===== src/rtl/reg_pkg.sv =====
// Shared integer register-file definitions: register count, address type and ABI register indices.
package reg_pkg;

  localparam int NUM_OF_REGS      = 32;
  localparam int REG_ENCODE_WIDTH = $clog2(NUM_OF_REGS);

  typedef logic [REG_ENCODE_WIDTH-1:0] reg_addr_t;

  localparam reg_addr_t REG_ZERO = reg_addr_t'(0);

  // RISC-V integer ABI names
  localparam reg_addr_t RA  = reg_addr_t'(1);
  localparam reg_addr_t SP  = reg_addr_t'(2);
  localparam reg_addr_t GP  = reg_addr_t'(3);
  localparam reg_addr_t TP  = reg_addr_t'(4);
  localparam reg_addr_t T0  = reg_addr_t'(5);
  localparam reg_addr_t T1  = reg_addr_t'(6);
  localparam reg_addr_t T2  = reg_addr_t'(7);
  localparam reg_addr_t S0  = reg_addr_t'(8);
  localparam reg_addr_t S1  = reg_addr_t'(9);
  localparam reg_addr_t A0  = reg_addr_t'(10);
  localparam reg_addr_t A1  = reg_addr_t'(11);
  localparam reg_addr_t A2  = reg_addr_t'(12);
  localparam reg_addr_t A3  = reg_addr_t'(13);
  localparam reg_addr_t A4  = reg_addr_t'(14);
  localparam reg_addr_t A5  = reg_addr_t'(15);
  localparam reg_addr_t A6  = reg_addr_t'(16);
  localparam reg_addr_t A7  = reg_addr_t'(17);
  localparam reg_addr_t S2  = reg_addr_t'(18);
  localparam reg_addr_t S3  = reg_addr_t'(19);
  localparam reg_addr_t S4  = reg_addr_t'(20);
  localparam reg_addr_t S5  = reg_addr_t'(21);
  localparam reg_addr_t S6  = reg_addr_t'(22);
  localparam reg_addr_t S7  = reg_addr_t'(23);
  localparam reg_addr_t S8  = reg_addr_t'(24);
  localparam reg_addr_t S9  = reg_addr_t'(25);
  localparam reg_addr_t S10 = reg_addr_t'(26);
  localparam reg_addr_t S11 = reg_addr_t'(27);
  localparam reg_addr_t T3  = reg_addr_t'(28);
  localparam reg_addr_t T4  = reg_addr_t'(29);
  localparam reg_addr_t T5  = reg_addr_t'(30);
  localparam reg_addr_t T6  = reg_addr_t'(31);

endpackage


===== src/rtl/sat_updown_counter.sv =====
// Up/down counter that holds at zero and at all-ones; simultaneous inc and dec cancel.
module sat_updown_counter #(
  parameter int WIDTH = 2
) (
  input  logic             clk,
  input  logic             rst,
  input  logic             clr,
  input  logic             inc,
  input  logic             dec,
  output logic [WIDTH-1:0] count
);

  localparam logic [WIDTH-1:0] CNT_MAX = '1;

  always_ff @(posedge clk) begin
    if (rst || clr) begin
      count <= '0;
    end else if (inc && !dec && (count != CNT_MAX)) begin
      count <= count + 1'b1;
    end else if (dec && !inc && (count != '0)) begin
      count <= count - 1'b1;
    end
  end

endmodule


===== src/rtl/reg_scoreboard.sv =====
// Issue-side scoreboard: per-register pending-write counters gate issue on RAW hazards
// and on destination-counter room; also reports underflowing writebacks and stall cycles.
module reg_scoreboard #(
  parameter int NUM_OF_REGS      = reg_pkg::NUM_OF_REGS,
  parameter int REG_ENCODE_WIDTH = $clog2(NUM_OF_REGS),
  parameter int PEND_CNT_WIDTH   = 2,
  parameter int STALL_CNT_WIDTH  = 16
) (
  input  logic                        clk,
  input  logic                        rst,
  input  logic                        issue_valid,
  output logic                        issue_ready,
  input  logic [REG_ENCODE_WIDTH-1:0] issue_rs1_addr,
  input  logic                        issue_rs1_used,
  input  logic [REG_ENCODE_WIDTH-1:0] issue_rs2_addr,
  input  logic                        issue_rs2_used,
  input  logic [REG_ENCODE_WIDTH-1:0] issue_rd_addr,
  input  logic                        issue_rd_wr,
  input  logic                        wb_valid,
  input  logic [REG_ENCODE_WIDTH-1:0] wb_addr,
  input  logic                        flush,
  output logic [NUM_OF_REGS-1:0]      busy_vec,
  output logic                        wb_underflow,
  output logic [STALL_CNT_WIDTH-1:0]  stall_cnt
);

  localparam logic [REG_ENCODE_WIDTH-1:0] ZERO_ADDR = REG_ENCODE_WIDTH'(reg_pkg::REG_ZERO);
  localparam logic [PEND_CNT_WIDTH-1:0]   PEND_MAX  = '1;

  logic [PEND_CNT_WIDTH-1:0] pending [NUM_OF_REGS];

  logic rs1_hazard;
  logic rs2_hazard;
  logic rd_full;
  logic fire;
  logic wb_empty;

  function automatic logic [STALL_CNT_WIDTH-1:0] sat_inc(input logic [STALL_CNT_WIDTH-1:0] v);
    return (v == '1) ? v : v + 1'b1;
  endfunction

  assign rs1_hazard = issue_rs1_used && (issue_rs1_addr != ZERO_ADDR) && (pending[issue_rs1_addr] != '0);
  assign rs2_hazard = issue_rs2_used && (issue_rs2_addr != ZERO_ADDR) && (pending[issue_rs2_addr] != '0);
  assign rd_full    = issue_rd_wr && (issue_rd_addr != ZERO_ADDR) && (pending[issue_rd_addr] == PEND_MAX);

  // Readiness reflects only registered counters: a writeback this cycle frees issue next cycle.
  assign issue_ready = !flush && !rs1_hazard && !rs2_hazard && !rd_full;
  assign fire        = issue_valid && issue_ready;
  assign wb_empty    = wb_valid && (wb_addr != ZERO_ADDR) && (pending[wb_addr] == '0);

  for (genvar r = 0; r < NUM_OF_REGS; r++) begin : g_reg
    if (r == 0) begin : g_zero
      assign pending[r] = '0;
    end else begin : g_cnt
      logic inc;
      logic dec;

      assign inc = fire && issue_rd_wr && (issue_rd_addr == REG_ENCODE_WIDTH'(r));
      assign dec = wb_valid && (wb_addr == REG_ENCODE_WIDTH'(r)) && (pending[r] != '0);

      sat_updown_counter #(
        .WIDTH (PEND_CNT_WIDTH)
      ) u_pend_cnt (
        .clk   (clk),
        .rst   (rst),
        .clr   (flush),
        .inc   (inc),
        .dec   (dec),
        .count (pending[r])
      );
    end
    assign busy_vec[r] = (pending[r] != '0);
  end

  always_ff @(posedge clk) begin
    if (rst) begin
      wb_underflow <= 1'b0;
      stall_cnt    <= '0;
    end else begin
      if (wb_empty && !flush) begin
        wb_underflow <= 1'b1;
      end
      if (issue_valid && !issue_ready && !flush) begin
        stall_cnt <= sat_inc(stall_cnt);
      end
    end
  end

endmodule


===== config.mk =====
export PLATFORM = sky130hd
export DESIGN_NAME = reg_scoreboard
export DESIGN_NICKNAME = d
export VERILOG_FILES = /design/src/rtl/reg_pkg.sv /design/src/rtl/sat_updown_counter.sv /design/src/rtl/reg_scoreboard.sv
export SDC_FILE = /design/constraint.sdc
export NUM_CORES = 1
export LEC_CHECK = 0
export CORE_MARGIN = 2
export CORE_UTILIZATION = 55
export CTS_CLUSTER_DIAMETER = 50
export DETAILED_ROUTE_END_ITERATION = 10
export PLACE_DENSITY = 0.79
export SLEW_MARGIN = 25
export SYNTH_ARGS = -nofsm -noshare
export SYNTH_HDL_FRONTEND = slang
export SYNTH_SLANG_ARGS = --single-unit

===== constraint.sdc =====
create_clock -name clk -period 3.4 [get_ports clk]
set_input_delay 0.51 -clock clk [delete_from_list [all_inputs] [get_ports clk]]
set_output_delay 0.51 -clock clk [all_outputs]
set_load 0.01 [all_outputs]

==> flow_summary.json <==
{
  "outcome": "complete, no violations",
  "grt_max_degree": 55,
  "power_frac_seq_pct": 39.8,
  "reg2reg_slack_ps": 480,
  "root_buffer": "clkbuf_16",
  "critical_path_class": "in2out",
  "required_ps": 2890,
  "avgSynthCellArea_um2": 7.48,
  "avgViaCountPerCell": 6.51,
  "cts_buffers": 9,
  "finalNonFillerCells": 1112,
  "synth_fp_nets": 872,
  "mostFrequentLayoutCell": "nor2_1",
  "core-area_um2": 11300,
  "r2r_start": "g_reg[4].g_cnt.u_pend_cnt.count[1]",
  "synth.area.top_cells": "dfxtp_1, mux4_2, nor2_1",
  "pwr-share-clk_pct": 43.6,
  "grt_remaining_overflow": 0,
  "rsz0062_at_grt": "no",
  "crit_top_cell": "inv_2",
  "cp.depth": 9,
  "finalClockSkew_ps": 8.23,
  "intPower_w": 0.00166,
  "switching_power_w": 0.000676,
  "wirelength_um": 23900,
  "max_slew_margin_pct": 52.2,
  "drtAntennaViolNets": 0,
  "setup_violations": 0,
  "syn-instance-count": 843,
  "worstReg2RegEnd": "g_reg[3].g_cnt.u_pend_cnt.count[0]",
  "peakVddDrop_mv": 0.388,
  "initial_core_util_pct": 55.7,
  "hold_violations": 0,
  "fin_area_um2": 8050,
  "area_delta_synth_final_pct": 27.8,
  "synth_seq_cells": 79,
  "slowest_stage": "clkdlybuf4s50_1",
  "worst_slack_ps": 77.0,
  "synth_seq_area_share_pct": 25.1,
  "die_h_um": 111,
  "grt_pass1_vias": 6799,
  "cts_tree": "built",
  "fin_crit_sh_pct": 97.7,
  "grt_usage_pct": 38.4,
  "min_path_cells": 2,
  "vias": 7241,
  "maxCapViolations": 0,
  "grt_pass1_wl_um": 37300,
  "fin_tns_setup_ps": 0,
  "firstDrtPassIters": 6,
  "p_leak_nw": 3.03,
  "clockBufferDepth": 2,
  "cts.clk_slew.worst_paths_ps": 60,
  "pwr-share-comb_pct": 16.6,
  "clock_latency_ps": 360,
  "fmax_ghz": 0.301,
  "start_kind": "input port",
  "diodes": 0,
  "post-dp-hpwl_um": 18300,
  "cp_max_fo": 5,
  "dp.cells": 1094,
  "synth_warnings": 0,
  "finalCriticalPeriod_ps": 3320,
  "dpl_cell_area_um2": 7690,
  "fp.dieW_um": 111,
  "portBuffers": 76,
  "final_cell_mix": "nor2_1, nand2_1, dfxtp_1",
  "switching_share_pct": 28.9,
  "die_area_um2": 12300,
  "maxSlewViolCount": 0,
  "reg2regPathDepth": 11,
  "critPathBufInv": 4,
  "io_pins": 78,
  "cp-end-kind": "output port",
  "synth_area_leader_cell": "dfxtp_1",
  "ys_types": 67,
  "rows": 39,
  "synth-edff-count": 0,
  "critPathTopFamily": "buffers and inverters",
  "crit_chain": "clkdlybuf4s50_1, inv_2, mux4_2, mux2i_1, nor2_1, o311a_4, nand3_4, inv_2, dlygate4sd2_1",
  "tightest_slew_ps": 717,
  "drt_iter0_markers": 925,
  "fin_nets": 993,
  "hold_class": "reg2reg",
  "synth_top_area_share_pct": 25.1,
  "cts.sink_count": 79,
  "arrival_ps": 2810,
  "antenna_found_initial": 0,
  "wl_per_cell_um": 21.5,
  "power_density_nw_per_um2": 290,
  "drive_above_1_share_pct": 16.4,
  "syn_area_um2": 6300,
  "gp_congestion": 1.06,
  "pre_cts_ws_ps": -382,
  "slowest_delay_ps": 520,
  "async_flop_share_pct": 0,
  "crit_path_end": "issue_ready",
  "synth_ff_type": "dfxtp_1",
  "detail_route.drc_violations": 0,
  "crit_path_start": "issue_rs2_addr[1]",
  "htree_levels": 3
}
## power groups by stage
| stage | Combinational [W] | Clock, W | Sequential, W |
|---|---|---|---|
| after floorplan | 0.000180 | 0 | 0.000952 |
| after CTS | 0.000366 | 0.00104 | 0.000930 |
| after detailed placement | 0.000363 | 0 | 0.000951 |
| final | 0.000387 | 0.00102 | 0.000930 |
| after global routing | 0.000403 | 0.00107 | 0.000930 |
| after global placement | 0.000359 | 0 | 0.000951 |
## cells in the mapped netlist, types with 15 or more instances
cell and count:
nor2_1 117, nand2_1 85, dfxtp_1 79, a21oi_1 50
inv_1 47, o21ai_0 45, nand4_1 32, clkbuf_1 29
nor3_1 26, mux4_2 23, nand3_1 21, and2_1 17
nor2b_1 16, nor3b_1 16, xor2_1 16, mux2i_1 15
xnor2_1 15
## cells by family (layout without fill, tap and decap cells)
family                     after synthesis  count (layout)  synth area share, %
and+or+nand+nor                        395             395                 32.0
buffers and inverters                   99             225                 6.41
other                                    1               1               0.0595
xor gates and xnor gates                31              31                 4.31
muxes                                   52              52                 13.1
AOI/OAI and AO/OA                      185             185                 18.8
adders and majority gates                1               1                0.198
DFF                                     79              79                 25.1
## per-layer routing
layer	share of wire [%]	global-route usage [%]
met4	5.1	17.4
met5	0	0
met2	45	60.3
met3	11	8.15
met1	39	51.1
## what timing repair did
action / in CTS / in global routing
pin swaps: 1 / 1
gates resized for setup: 5 / 4
cloned: 0 / 0
hold buffers: 0 / 0
setup endpoints to repair: 2 / 2
buffers inserted: 0 / 2
## tightest hold or removal path, delay by kind of cell (launching register included)
| family | cells | cell delay (ps) |
|---|---|---|
| AO/OA/AOI/OAI | 1 | 50 |
| flip-flops | 1 | 310 |
| buffers and inverters | 1 | 50 |
## stage by stage
stage | util (%) | hold WS [ps] | total power [W]
2_1_floorplan | - | 470 | 0.00113
3_3_place_gp | 67.9 | 437 | 0.00131
3_5_place_dp | 67.9 | 443 | 0.00131
4_1_cts | 70.7 | 453 | 0.00233
5_1_grt | 71.1 | 483 | 0.00240
6_report | 71.1 | 448 | 0.00234
## final cells by class
cell class	instances	area (µm²)
clock inverter	7	77.6
sequential	79	1580
timing repair buffer	160	1460
inverter	49	184
fill	958	3270
clock buffer	9	225
multi-input combinational	665	4350
tap	143	179
## worst min-delay path by stage
| stage | from | end | slack [ps] |
|---|---|---|---|
| 4_1_cts | wb_underflow | wb_underflow | 450 |
| 2_1_floorplan | wb_underflow | wb_underflow | 470 |
| 3_3_place_gp | wb_underflow | wb_underflow | 440 |
| 6_report | wb_underflow | wb_underflow | 450 |
| 5_1_grt | wb_underflow | wb_underflow | 480 |
| 3_5_place_dp | wb_underflow | wb_underflow | 440 |
## sequential cells by signal, indices dropped and copies added (netlist names)
register	count
stall_cnt	16
wb_underflow	1
g.g_cnt.u_pend_cnt.count	62
(Power assumes the default switching activity.)
